<file path="config.mk">
export PLATFORM = sky130hd
export DESIGN_NAME = inst_fetch
export DESIGN_NICKNAME = d
export VERILOG_FILES = /design/src/rtl/inst_fetch.sv
export SDC_FILE = /design/constraint.sdc
export NUM_CORES = 1
export LEC_CHECK = 0
export CORE_MARGIN = 4
export CORE_UTILIZATION = 52
export DETAILED_ROUTE_END_ITERATION = 10
export HOLD_SLACK_MARGIN = 0.15
export PLACE_DENSITY = 0.81
export SETUP_SLACK_MARGIN = 0.1
export SLEW_MARGIN = 10
export SYNTH_ARGS = -nofsm -noshare
export SYNTH_HDL_FRONTEND = slang
export SYNTH_SLANG_ARGS = --single-unit
</file>
<file path="constraint.sdc">
create_clock -name clk -period 16.3 [get_ports clk]
set_clock_uncertainty 0.15 [all_clocks]
set_input_delay 2.445 -clock clk [delete_from_list [all_inputs] [get_ports clk]]
set_output_delay 2.445 -clock clk [all_outputs]
set_load 0.02 [all_outputs]
</file>
<file path="src/rtl/inst_fetch.sv">
// Fetch-stage front end: owns the PC, issues in-order word requests to the icache
// and returns instructions through a small response buffer to the IF/ID outputs.
module inst_fetch #(
  parameter logic [31:0] RESET_PC        = 32'h1c000000,
  parameter int          MAX_OUTSTANDING = 2
) (
  input  logic        clk,
  input  logic        rst,
  input  logic        flush_i,
  input  logic [31:0] flush_pc_i,
  input  logic        branch_flag_i,
  input  logic [31:0] branch_target_i,
  input  logic        stall_i,
  output logic        icache_req_o,
  output logic [31:0] icache_addr_o,
  input  logic        icache_ready_i,
  input  logic        icache_rvalid_i,
  input  logic [31:0] icache_rdata_i,
  output logic [31:0] if_pc_o,
  output logic [31:0] if_inst_o,
  output logic        if_inst_valid_o
);
  localparam int DEPTH = MAX_OUTSTANDING;
  localparam int PTR_W = (DEPTH > 2) ? 2 : 1;
  localparam int CNT_W = $clog2(DEPTH + 1);
  localparam logic [PTR_W-1:0] LAST_PTR     = PTR_W'(DEPTH - 1);
  localparam logic [CNT_W:0]   CREDIT_LIMIT = (CNT_W + 1)'(DEPTH);

  function automatic logic [PTR_W-1:0] ptr_inc(input logic [PTR_W-1:0] p);
    return (p == LAST_PTR) ? '0 : p + PTR_W'(1);
  endfunction

  logic [31:0]      pc_reg, pc_next;
  logic [CNT_W-1:0] in_flight_reg, in_flight_next;
  logic [PTR_W-1:0] if_head_reg, if_tail_reg;
  logic [DEPTH-1:0] if_kill_reg;
  logic [31:0]      if_pc_mem [DEPTH];

  logic [CNT_W-1:0] rb_count_reg, rb_count_next;
  logic [PTR_W-1:0] rb_head_reg, rb_tail_reg;
  logic [31:0]      rb_pc_mem   [DEPTH];
  logic [31:0]      rb_inst_mem [DEPTH];

  logic [31:0]      out_pc_reg, out_pc_next;
  logic [31:0]      out_inst_reg, out_inst_next;
  logic             out_valid_reg, out_valid_next;

  logic             redirect;
  logic [31:0]      redirect_pc;
  logic             credit, req, accept, resp;
  logic             head_kill, live_resp;
  logic [31:0]      head_pc;
  logic             rb_push, rb_pop, rb_nonempty;

  assign redirect    = flush_i | branch_flag_i;
  assign redirect_pc = flush_i ? {flush_pc_i[31:2], 2'b00} : {branch_target_i[31:2], 2'b00};

  // Killed in-flight entries still hold a credit until their response returns.
  assign credit  = ({1'b0, in_flight_reg} + {1'b0, rb_count_reg}) < CREDIT_LIMIT;
  assign req     = credit & ~stall_i & ~redirect;
  assign accept  = req & icache_ready_i;
  assign resp    = icache_rvalid_i & (in_flight_reg != '0);

  assign head_kill   = if_kill_reg[if_head_reg];
  assign head_pc     = if_pc_mem[if_head_reg];
  assign live_resp   = resp & ~head_kill & ~redirect;
  assign rb_nonempty = (rb_count_reg != '0);

  // A live response bypasses the buffer only when the buffer is empty and the output loads.
  assign rb_pop  = ~redirect & ~stall_i & rb_nonempty;
  assign rb_push = live_resp & (stall_i | rb_nonempty);

  assign icache_req_o    = req;
  assign icache_addr_o   = pc_reg;
  assign if_pc_o         = out_pc_reg;
  assign if_inst_o       = out_inst_reg;
  assign if_inst_valid_o = out_valid_reg;

  always_comb begin
    pc_next = pc_reg;
    if (redirect) begin
      pc_next = redirect_pc;
    end else if (accept) begin
      pc_next = pc_reg + 32'd4;
    end

    in_flight_next = in_flight_reg;
    case ({accept, resp})
      2'b10:   in_flight_next = in_flight_reg + CNT_W'(1);
      2'b01:   in_flight_next = in_flight_reg - CNT_W'(1);
      default: in_flight_next = in_flight_reg;
    endcase

    rb_count_next = rb_count_reg;
    if (redirect) begin
      rb_count_next = '0;
    end else if (rb_push && !rb_pop) begin
      rb_count_next = rb_count_reg + CNT_W'(1);
    end else if (rb_pop && !rb_push) begin
      rb_count_next = rb_count_reg - CNT_W'(1);
    end

    out_pc_next    = out_pc_reg;
    out_inst_next  = out_inst_reg;
    out_valid_next = out_valid_reg;
    if (redirect) begin
      out_pc_next    = '0;
      out_inst_next  = '0;
      out_valid_next = 1'b0;
    end else if (!stall_i) begin
      if (rb_nonempty) begin
        out_pc_next    = rb_pc_mem[rb_head_reg];
        out_inst_next  = rb_inst_mem[rb_head_reg];
        out_valid_next = 1'b1;
      end else if (live_resp) begin
        out_pc_next    = head_pc;
        out_inst_next  = icache_rdata_i;
        out_valid_next = 1'b1;
      end else begin
        out_pc_next    = '0;
        out_inst_next  = '0;
        out_valid_next = 1'b0;
      end
    end
  end

  always_ff @(posedge clk or posedge rst) begin
    if (rst) begin
      pc_reg        <= RESET_PC;
      in_flight_reg <= '0;
      if_head_reg   <= '0;
      if_tail_reg   <= '0;
      rb_count_reg  <= '0;
      rb_head_reg   <= '0;
      rb_tail_reg   <= '0;
      out_pc_reg    <= '0;
      out_inst_reg  <= '0;
      out_valid_reg <= 1'b0;
    end else begin
      pc_reg        <= pc_next;
      in_flight_reg <= in_flight_next;
      if (accept) begin
        if_tail_reg <= ptr_inc(if_tail_reg);
      end
      if (resp) begin
        if_head_reg <= ptr_inc(if_head_reg);
      end
      rb_count_reg <= rb_count_next;
      if (redirect) begin
        rb_head_reg <= '0;
        rb_tail_reg <= '0;
      end else begin
        if (rb_push) begin
          rb_tail_reg <= ptr_inc(rb_tail_reg);
        end
        if (rb_pop) begin
          rb_head_reg <= ptr_inc(rb_head_reg);
        end
      end
      out_pc_reg    <= out_pc_next;
      out_inst_reg  <= out_inst_next;
      out_valid_reg <= out_valid_next;
    end
  end

  // Redirect marks every slot stale; a slot is revived only when a new request claims it.
  always_ff @(posedge clk or posedge rst) begin
    if (rst) begin
      if_kill_reg <= '0;
    end else if (redirect) begin
      if_kill_reg <= '1;
    end else if (accept) begin
      if_kill_reg[if_tail_reg] <= 1'b0;
    end
  end

  always_ff @(posedge clk) begin
    if (accept) begin
      if_pc_mem[if_tail_reg] <= pc_reg;
    end
    if (rb_push) begin
      rb_pc_mem[rb_tail_reg]   <= head_pc;
      rb_inst_mem[rb_tail_reg] <= icache_rdata_i;
    end
  end

endmodule

</file>
# [After elaboration in Yosys (flattened, before gate mapping)]
# Memories as Yosys holds them, arrays and structs flattened.
# Index checks and enable logic that the tools add are counted.
[word_totals] regBits=107 ramBits=192 out_inout_bits=98 word_cells=96 mem_count=3
[mem_list] name="if_pc_mem" depth=2 width=32 rd=1 rd_ports_with_merged_regs=0 write_ports=1 line_no="37" text="logic [31:0] if_pc_mem [DEPTH];"
[mem_list] name="rb_inst_mem" depth=2 width=32 rd=1 rd_ports_with_merged_regs=0 write_ports=1 line_no="42" text="logic [31:0] rb_inst_mem [DEPTH];"
[mem_list] name="rb_pc_mem" depth=2 width=32 rd=1 rd_ports_with_merged_regs=0 write_ports=1 line_no="41" text="logic [31:0] rb_pc_mem [DEPTH];"
[classes] addsub=10 n_lt_le_gt_ge=4 n_eq_ne=3 muxes=37 bitwise=16 reduce_logical=12
[op_table] operator="32-bit 2-to-1 mux" n=11
[op_table] operator="32-bit by 3-bit adder with 32-bit output (second input constant)" n=1
[op_table] operator="1-bit 2-to-1 mux" n=19
[op_table] operator="2-bit nonzero test" n=6
[op_table] operator="2-bit 2-to-1 mux" n=5
[op_table] operator="1-bit bitwise AND" n=9
[op_table] operator="1-bit adder (second input constant)" n=4
[op_table] operator="2-bit by 1-bit adder with 2-bit output (second input constant)" n=2
[op_table] operator="1-bit by 2-bit < comparator with 1-bit output (second input constant)" n=2
[op_table] operator="2-bit one-hot mux with 2 select lines" n=1
[op_table] operator="2-bit by 1-bit subtractor with 2-bit output (second input constant)" n=2
[op_table] operator="2-bit by 2-bit adder with 3-bit output" n=1
[op_table] operator="1-bit logical AND" n=3
[op_table] operator="3-bit by 2-bit < comparator with 1-bit output (second input constant)" n=1
[op_table] operator="1-bit NOT" n=3
[op_table] operator="3-bit nonzero test" n=1
[op_table] operator="2-bit bitwise AND" n=1
[op_table] operator="2-bit by 1-bit equality test with 1-bit output (second input constant)" n=1
[op_table] operator="2-bit equality test (second input constant)" n=1
[op_table] operator="1-bit zero test" n=2
[op_table] operator="2-bit by 1-bit inequality test with 1-bit output (second input constant)" n=1
[op_table] operator="2-bit NOT" n=1
[op_table] operator="1-bit OR" n=2
[op_table] operator="1-bit demux with 1-bit select" n=1
[op_table] operator="1-bit >= comparator (second input constant)" n=1

# [Logic depth before layout (Yosys ltp)]
# Gate-level depths: netlist of the first run.
[logic_depth] depth_word=11 ltp_mapped=9

# [Worst setup path before layout of the first run]
# OpenSTA, ideal clock, no wires.
[synth_path] path_type="in2reg" startpoint="input port icache_rvalid_i" endpoint="memory rb_inst_mem[1][0] (enable)" setup_time_ns=0.571 arrival_time_ns=7.665 t_required_ns=15.579 slack_ns=7.914 cell_stages=4 path_buffers=0 cell_sequence="o21ai_1 > a211oi_2 > nand2_1 > nor3b_1"
[synth_via] elab_chain_cells=6
[synth_lines] item="from (decl)" line_no="17" text="input logic icache_rvalid_i,"
[synth_lines] item="1-bit bitwise AND" line_no="62" text="assign resp = icache_rvalid_i & (in_flight_reg != '0);"
[synth_lines] item="1-bit bitwise AND (2 in a row)" line_no="66" text="assign live_resp = resp & ~head_kill & ~redirect;"
[synth_lines] item="1-bit bitwise AND" line_no="71" text="assign rb_push = live_resp & (stall_i | rb_nonempty);"
[synth_lines] item="1-bit 2-to-1 mux" line_no="181" text="if (rb_push) begin"
[synth_lines] item="1-bit 2-to-1 mux (implied by the code)" line_no="183" text="rb_inst_mem[rb_tail_reg] <= icache_rdata_i;"
[synth_lines] item="to (decl)" line_no="42"
# Every way passes these cells.

# [Worst setup path after layout of the first run]
[layout_path] startpoint="input port branch_flag_i" endpoint="output port icache_req_o"
[layout_via] elab_chain_cells=3
[layout_lines] item="from (decl)" line_no="11" text="input logic branch_flag_i,"
[layout_lines] item="1-bit OR" line_no="55" text="assign redirect = flush_i | branch_flag_i;"
[layout_lines] item="1-bit NOT" line_no="60" text="assign req = credit & ~stall_i & ~redirect;"
[layout_lines] item="1-bit bitwise AND" line_no="60"
[layout_lines] item="to (decl)" line_no="14" text="output logic icache_req_o,"
# Every way passes these cells.

==> results of run 1 <==
## cell families (layout without fill, tap and decap cells)
| logic type | after synthesis | count (layout) | share of synthesized area (%) |
|---|---|---|---|
| AOI/OAI and AO/OA | 145 | 145 | 9.77 |
| xor gates and xnor gates | 22 | 22 | 1.63 |
| and+or+nand+nor | 216 | 216 | 8.58 |
| adders and majority gates | 3 | 3 | 0.382 |
| other | 1 | 2 | 0.0318 |
| DFF | 288 | 288 | 68.9 |
| muxes | 98 | 98 | 8.63 |
| buffers and inverters | 60 | 268 | 2.09 |
## cell usage in the layout (no fill, tap or decap), types with 4 or more instances in the layout
master	synthesis	final
xnor2_1	16	16
nand2_1	51	50
a21oi_1	22	22
o21ai_1	13	13
nand4_1	7	7
clkinv_2	0	8
nand3_1	17	17
mux2_2	30	30
clkbuf_1	39	5
and4_1	6	6
o31ai_1	5	5
nor3_1	9	8
clkbuf_16	0	29
o21ai_0	15	15
buf_4	3	15
xor2_1	6	6
clkdlybuf4s50_1	0	193
nor2_1	87	86
nor4_1	7	7
dfrtp_1	101	100
a221o_1	62	62
mux2i_1	68	68
inv_1	6	5
nor2b_1	4	4
and3_1	9	8
edfxtp_1	184	184
and2_1	5	4
## cells in the mapped netlist, drive strengths merged (2+ instances only)
cell       n
or2        2
a2bb2oi    2
nand2     51
mux2i     68
edfxtp   184
o31ai      5
and4       6
nor4       7
nor2      87
ha         2
nor2b      4
a221oi     3
or4        2
nand3     17
a221o     62
nand2b     3
dfrtp    101
and3       9
o221ai     3
o31a       2
nor3b      2
o21ai     28
o41ai      2
a211oi     3
inv        6
mux2      30
nor4b      2
xor2       6
a21oi     22
o2bb2ai    2
clkbuf    39
nand4      7
xnor2     16
buf       15
o21a       2
and2       5
a31oi      3
nor3       9
dfstp      3
## power breakdown
group	switching (mW)	internal, mW
sequential	0.0303	0.821
combinational	0.117	0.102
clock	0.264	0.371
## worst max-delay path, stage by stage
cell,delay [ns]
clkdlybuf4s50_1,0.39
buf_4,0.27
or2_2,0.51
nor4_1,0.22
clkdlybuf4s50_1,0.71
## metrics by stage
step | power, mW | utilization, %
2_1_floorplan | 0.989 | -
3_3_place_gp | 1.08 | 63.4
3_5_place_dp | 1.08 | 63.4
4_1_cts | 1.72 | 67.6
5_1_grt | 1.77 | 67.6
6_report | 1.71 | 67.6
## cell type report
cell class                      count  area share [%]
Clock buffer                       37            5.26
Tap cell                          280            2.35
Multi-Input combinational cell    486            23.1
Clock inverter                     16           0.905
Inverter                            6           0.168
Timing Repair Buffer              209            13.7
Sequential cell                   288            54.5
## routing by layer
metal / vias to the layer above / wire length, µm / global-route usage [%]
met5: - / 13 / 0
met4: 2 / 478 / 5.65
met3: 46 / 2500 / 5.35
met2: 347 / 13300 / 36.3
met1: 3867 / 11600 / 29.3
li1: 3557 / - / -
## worst paths after layout
path | start | end | slack, ns | depth (start not counted)
worst min register to register | if_inst_o[30] | if_inst_o[30] | 0.36 | 1
min in group asynchronous | rst | if_inst_o[20] | 2.16 | 2
worst min-delay path | if_inst_o[30] | if_inst_o[30] | 0.36 | 1
worst max register to register | rb_count_reg[0] | if_pc_mem[0][8] | 12.69 | 7
worst max-delay path | branch_flag_i | icache_req_o | 9.14 | 5
max in group asynchronous | rst | rb_head_reg | 12.44 | 3
==> impl_metrics.yaml, run 1 <==
logic_synthesis:
  syn_inst: 833
  synthFlopType: "edfxtp_1"
  ys_seq_elements: 288
  seq_area_frac_synth_pct: 68.9
  yosys.area.top_type_share_pct: 46.8
  yosys.area.top_type: "edfxtp_1"
  synthesis.area_mm2: 0.0118
  synth_edf_count: 184
  synth_cell_types: 58
  ys_warn_count: 0
  synthTopCellsByArea: "edfxtp_1, dfrtp_1, mux2i_1"
  ys_async_sr_fraction_pct: 36.1
  syn_area_per_cell_um2: 14.2
worst_setup_path:
  cp_max_fo: 44
  cp.arrival_ns: 4.57
  cp-start-kind: "primary input"
  end_kind: "output pin"
  criticalPathCategory: "primary input to output pin"
  cp.required_ns: 13.71
timing:
  fin_ws_ns: 9.14
  rsz0062_at_grt: "no"
  hold_viol: 0
  min_period_ns: 7.16
  fmax_ghz: 0.140
  drv_slew: 0
  relSlewSlack_pct: 20.0
  finalSetupViolCount: 0
  period_share_pct: 44.0
  tightest_slew_ns: 1.20
  setup-tns-final_ns: 0
  hold_slack_ns: 0.359
clock_network:
  post_cts_resized: 0
  post_cts_buffers: 0
  clockBufferDepth: 3
  clockRootBuffer: "clkbuf_16"
  h-tree-depth: 1
  clock-sinks: 288
  clk_latency_ns: 0.53
  postCtsHoldBufs: 0
  cts_made_buffers: 29
  clk_pin_slew_ns: 0.05
  cts_tree: "built"
cells_and_area:
  area_growth_pct: 26.5
  top_regs: "rb_inst_mem x64, if_pc_mem x60, rb_pc_mem x60"
  nFillCells: 1543
  multi_input_area_mm2: 0.00345
  largest_reg_flops: 64
  fin_cells: 1322
  n_antenna_cell: 0
  final_area_mm2: 0.0149
  top_register: "rb_inst_mem"
  layout-drive-gt1-share_pct: 10.3
  seq_area_mm2: 0.00814
  fin_nets: 1126
routing:
  drcViolationCount: 0
  vias: 7819
  drtIter0Drc: 586
  drt-total-wl_um: 27800
  via_per_inst: 5.91
  postRouteAntennaNets: 0
  wl_per_cell_um: 21.1
  firstDrtPassIters: 5
place:
  port_buffers: 194
  dp.final_hpwl_um: 17600
  gp_congestion: 0.854
  dp.cells: 1269
  place_area_mm2: 0.0140
  pre_cts_ws_ns: 9.16
die:
  boundaryPins: 201
  die_h_um: 159
  core_area_mm2: 0.0221
  start_util_pct: 53.4
  rows: 54
  die_area_mm2: 0.0252
  die_x_um: 159
pwr:
  vdd_ir_drop_max_v: 0.0000909
  leakage_nw: 5.33
  p_per_area_mw_per_mm2: 114
global_route:
  grt_pass1_vias: 7959
  overflow: 0
  grt_max_degree: 68
  grt_usage_pct: 21.9
  grt_pass1_wl_um: 43300
  grt_antenna_before_repair: 1
outcome:
  status: "finished, final reports clean"
job:
  drv_cap: 0
min_path:
  hold_class: "register to register"
(Power assumes the default switching activity.)
==> run 2, diff against run 1 <==
Settings changed: CORE_UTILIZATION 52 to 48, PLACE_DENSITY 0.81 to 0.78.
Clock period 16.3 ns to 6.3 ns, I/O delays scaled along.
==> impl_metrics.yaml, run 2 (same netlist as run 1, synthesis figures left out) <==
clock_network:
  cts_made_buffers: 28
  clock-sinks: 288
  clk_latency_ns: 0.53
  h-tree-depth: 1
  clk_pin_slew_ns: 0.06
  clockBufferDepth: 3
  cts_tree: "built"
  clockRootBuffer: "clkbuf_16"
  postCtsHoldBufs: 0
  post_cts_resized: 0
  post_cts_buffers: 0
worst_setup_path:
  r2r_cells: 5
  end_kind: "output pin"
  startpoint: "branch_flag_i"
  endpoint: "icache_req_o"
  rr_startpoint: "if_head_reg"
  cp.required_ns: 5.20
  criticalPathCategory: "primary input to output pin"
  cp-start-kind: "primary input"
  r2r-end: "rb_inst_mem[1][9]"
  cp_max_fo: 44
  rrSetupSlack_ns: 2.79
  cp.arrival_ns: 2.86
min_path:
  hold_class: "register to register"
global_route:
  top_usage_layer: "met2"
  grt_max_degree: 64
  grt_pass1_wl_um: 42700
  grt_antenna_before_repair: 1
  overflow: 0
  met2_usage_pct: 33.3
  grt_pass1_vias: 7707
  grt_usage_pct: 20.0
  use_met3_pct: 4.07
  use_met1_pct: 27.3
cells_and_area:
  final_cell_mix: "clkdlybuf4s50_1, edfxtp_1, dfrtp_1"
  fin_nets: 1124
  layout_commonest_cell: "clkdlybuf4s50_1"
  nFillCells: 1838
  layout-drive-gt1-share_pct: 10.3
  area_growth_pct: 27.5
  seq_area_mm2: 0.00814
  largest_reg_flops: 64
  top_register: "rb_inst_mem"
  n_antenna_cell: 0
  multi_input_area_mm2: 0.00346
  final_util_pct: 62.1
  top_regs: "rb_inst_mem x64, if_pc_mem x60, rb_pc_mem x60"
die:
  die_x_um: 165
  die_area_mm2: 0.0272
  core_area_mm2: 0.0242
  die_h_um: 165
  rows: 57
  start_util_pct: 48.7
  boundaryPins: 201
place:
  gp_congestion: 0.825
  dp.final_hpwl_um: 17900
  port_buffers: 194
timing:
  fmax_ghz: 0.253
  finalSetupViolCount: 0
  setup-tns-final_ns: 0
  hold_viol: 0
  min_period_ns: 3.96
  relSlewSlack_pct: 18.5
  period_share_pct: 62.8
  rsz0062_at_grt: "no"
  drv_slew: 0
  tightest_slew_ns: 1.22
routing:
  vias: 7722
  wl_per_cell_um: 20.4
  drtIter0Drc: 609
  drcViolationCount: 0
  postRouteAntennaNets: 0
  drt-total-wl_um: 27800
  via_per_inst: 5.66
  firstDrtPassIters: 5
outcome:
  status: "finished, final reports clean"
pwr:
  p_per_area_mw_per_mm2: 300
  leakage_nw: 5.35
  vdd_ir_drop_max_v: 0.000188
job:
  drv_cap: 0
run 2: cell types whose count changed in the layout (fill, tap and decap cells not counted):
cell	delta
clkbuf_8	+2
clkinvlp_4	+1
nor3b_4	+1
buf_2	+1
nor3_4	+1
clkinv_2	-5
clkdlybuf4s50_1	-1
nor3b_2	-1
nor3_2	-1
clkbuf_1	-1
buf_4	-1
bufinv_16	+2
run 2: worst min-delay path by stage:
stage                     cells after the start      startpoint             end  slack (ns)
final                                         1    if_inst_o[0]    if_inst_o[0]        0.36
after global routing                          1    if_inst_o[2]    if_inst_o[2]        0.37
after CTS                                     2  if_kill_reg[0]  if_kill_reg[0]        0.36
after detailed placement                      2  if_kill_reg[1]  if_kill_reg[1]        0.34
after global placement                        2  if_kill_reg[1]  if_kill_reg[1]        0.33
after floorplan                               2  if_kill_reg[1]  if_kill_reg[1]        0.31
run 2: worst max-delay path, cell delays in order:
cell,delay (ns)
buf_2,0.38
or2_2,0.57
nor4_1,0.21
clkdlybuf4s50_1,0.73
run 2: per-layer routing:
layer	part of all wire (%)	wire [µm]
met5	0.054	15
met4	1.4	402
met2	48	13400
met3	8.3	2290
met1	42	11700
run 2: power by group:
group / switching, mW / internal [mW] / total (mW)
Sequential: 0.0939 / 2.12 / 2.22
Clock: 0.685 / 1.06 / 1.75
Combinational: 0.287 / 0.263 / 0.550
run 2: metrics by stage:
step / cells / setup slack, ns / total power [mW] / hold WS, ns / instance area, µm²
4_1_cts: 1364 / 2.38 / 4.55 / 0.362 / 15100
2_1_floorplan: 834 / 1.59 / 2.56 / 0.314 / 11800
5_1_grt: 1364 / 2.27 / 4.67 / 0.370 / 15100
3_5_place_dp: 1312 / 2.00 / 2.80 / 0.340 / 14100
6_report: 1364 / 2.34 / 4.51 / 0.359 / 15100
3_3_place_gp: 1312 / 2.06 / 2.78 / 0.331 / 14100
run 2: cell type report:
type	count	share of cell area [%]
inverters	6	0.166
multi-input cells	486	23.0
clock inverters	14	1.18
clock buffers	38	5.38
well taps	324	2.69
flip-flops and latches	288	54.1
repair buffers	208	13.5
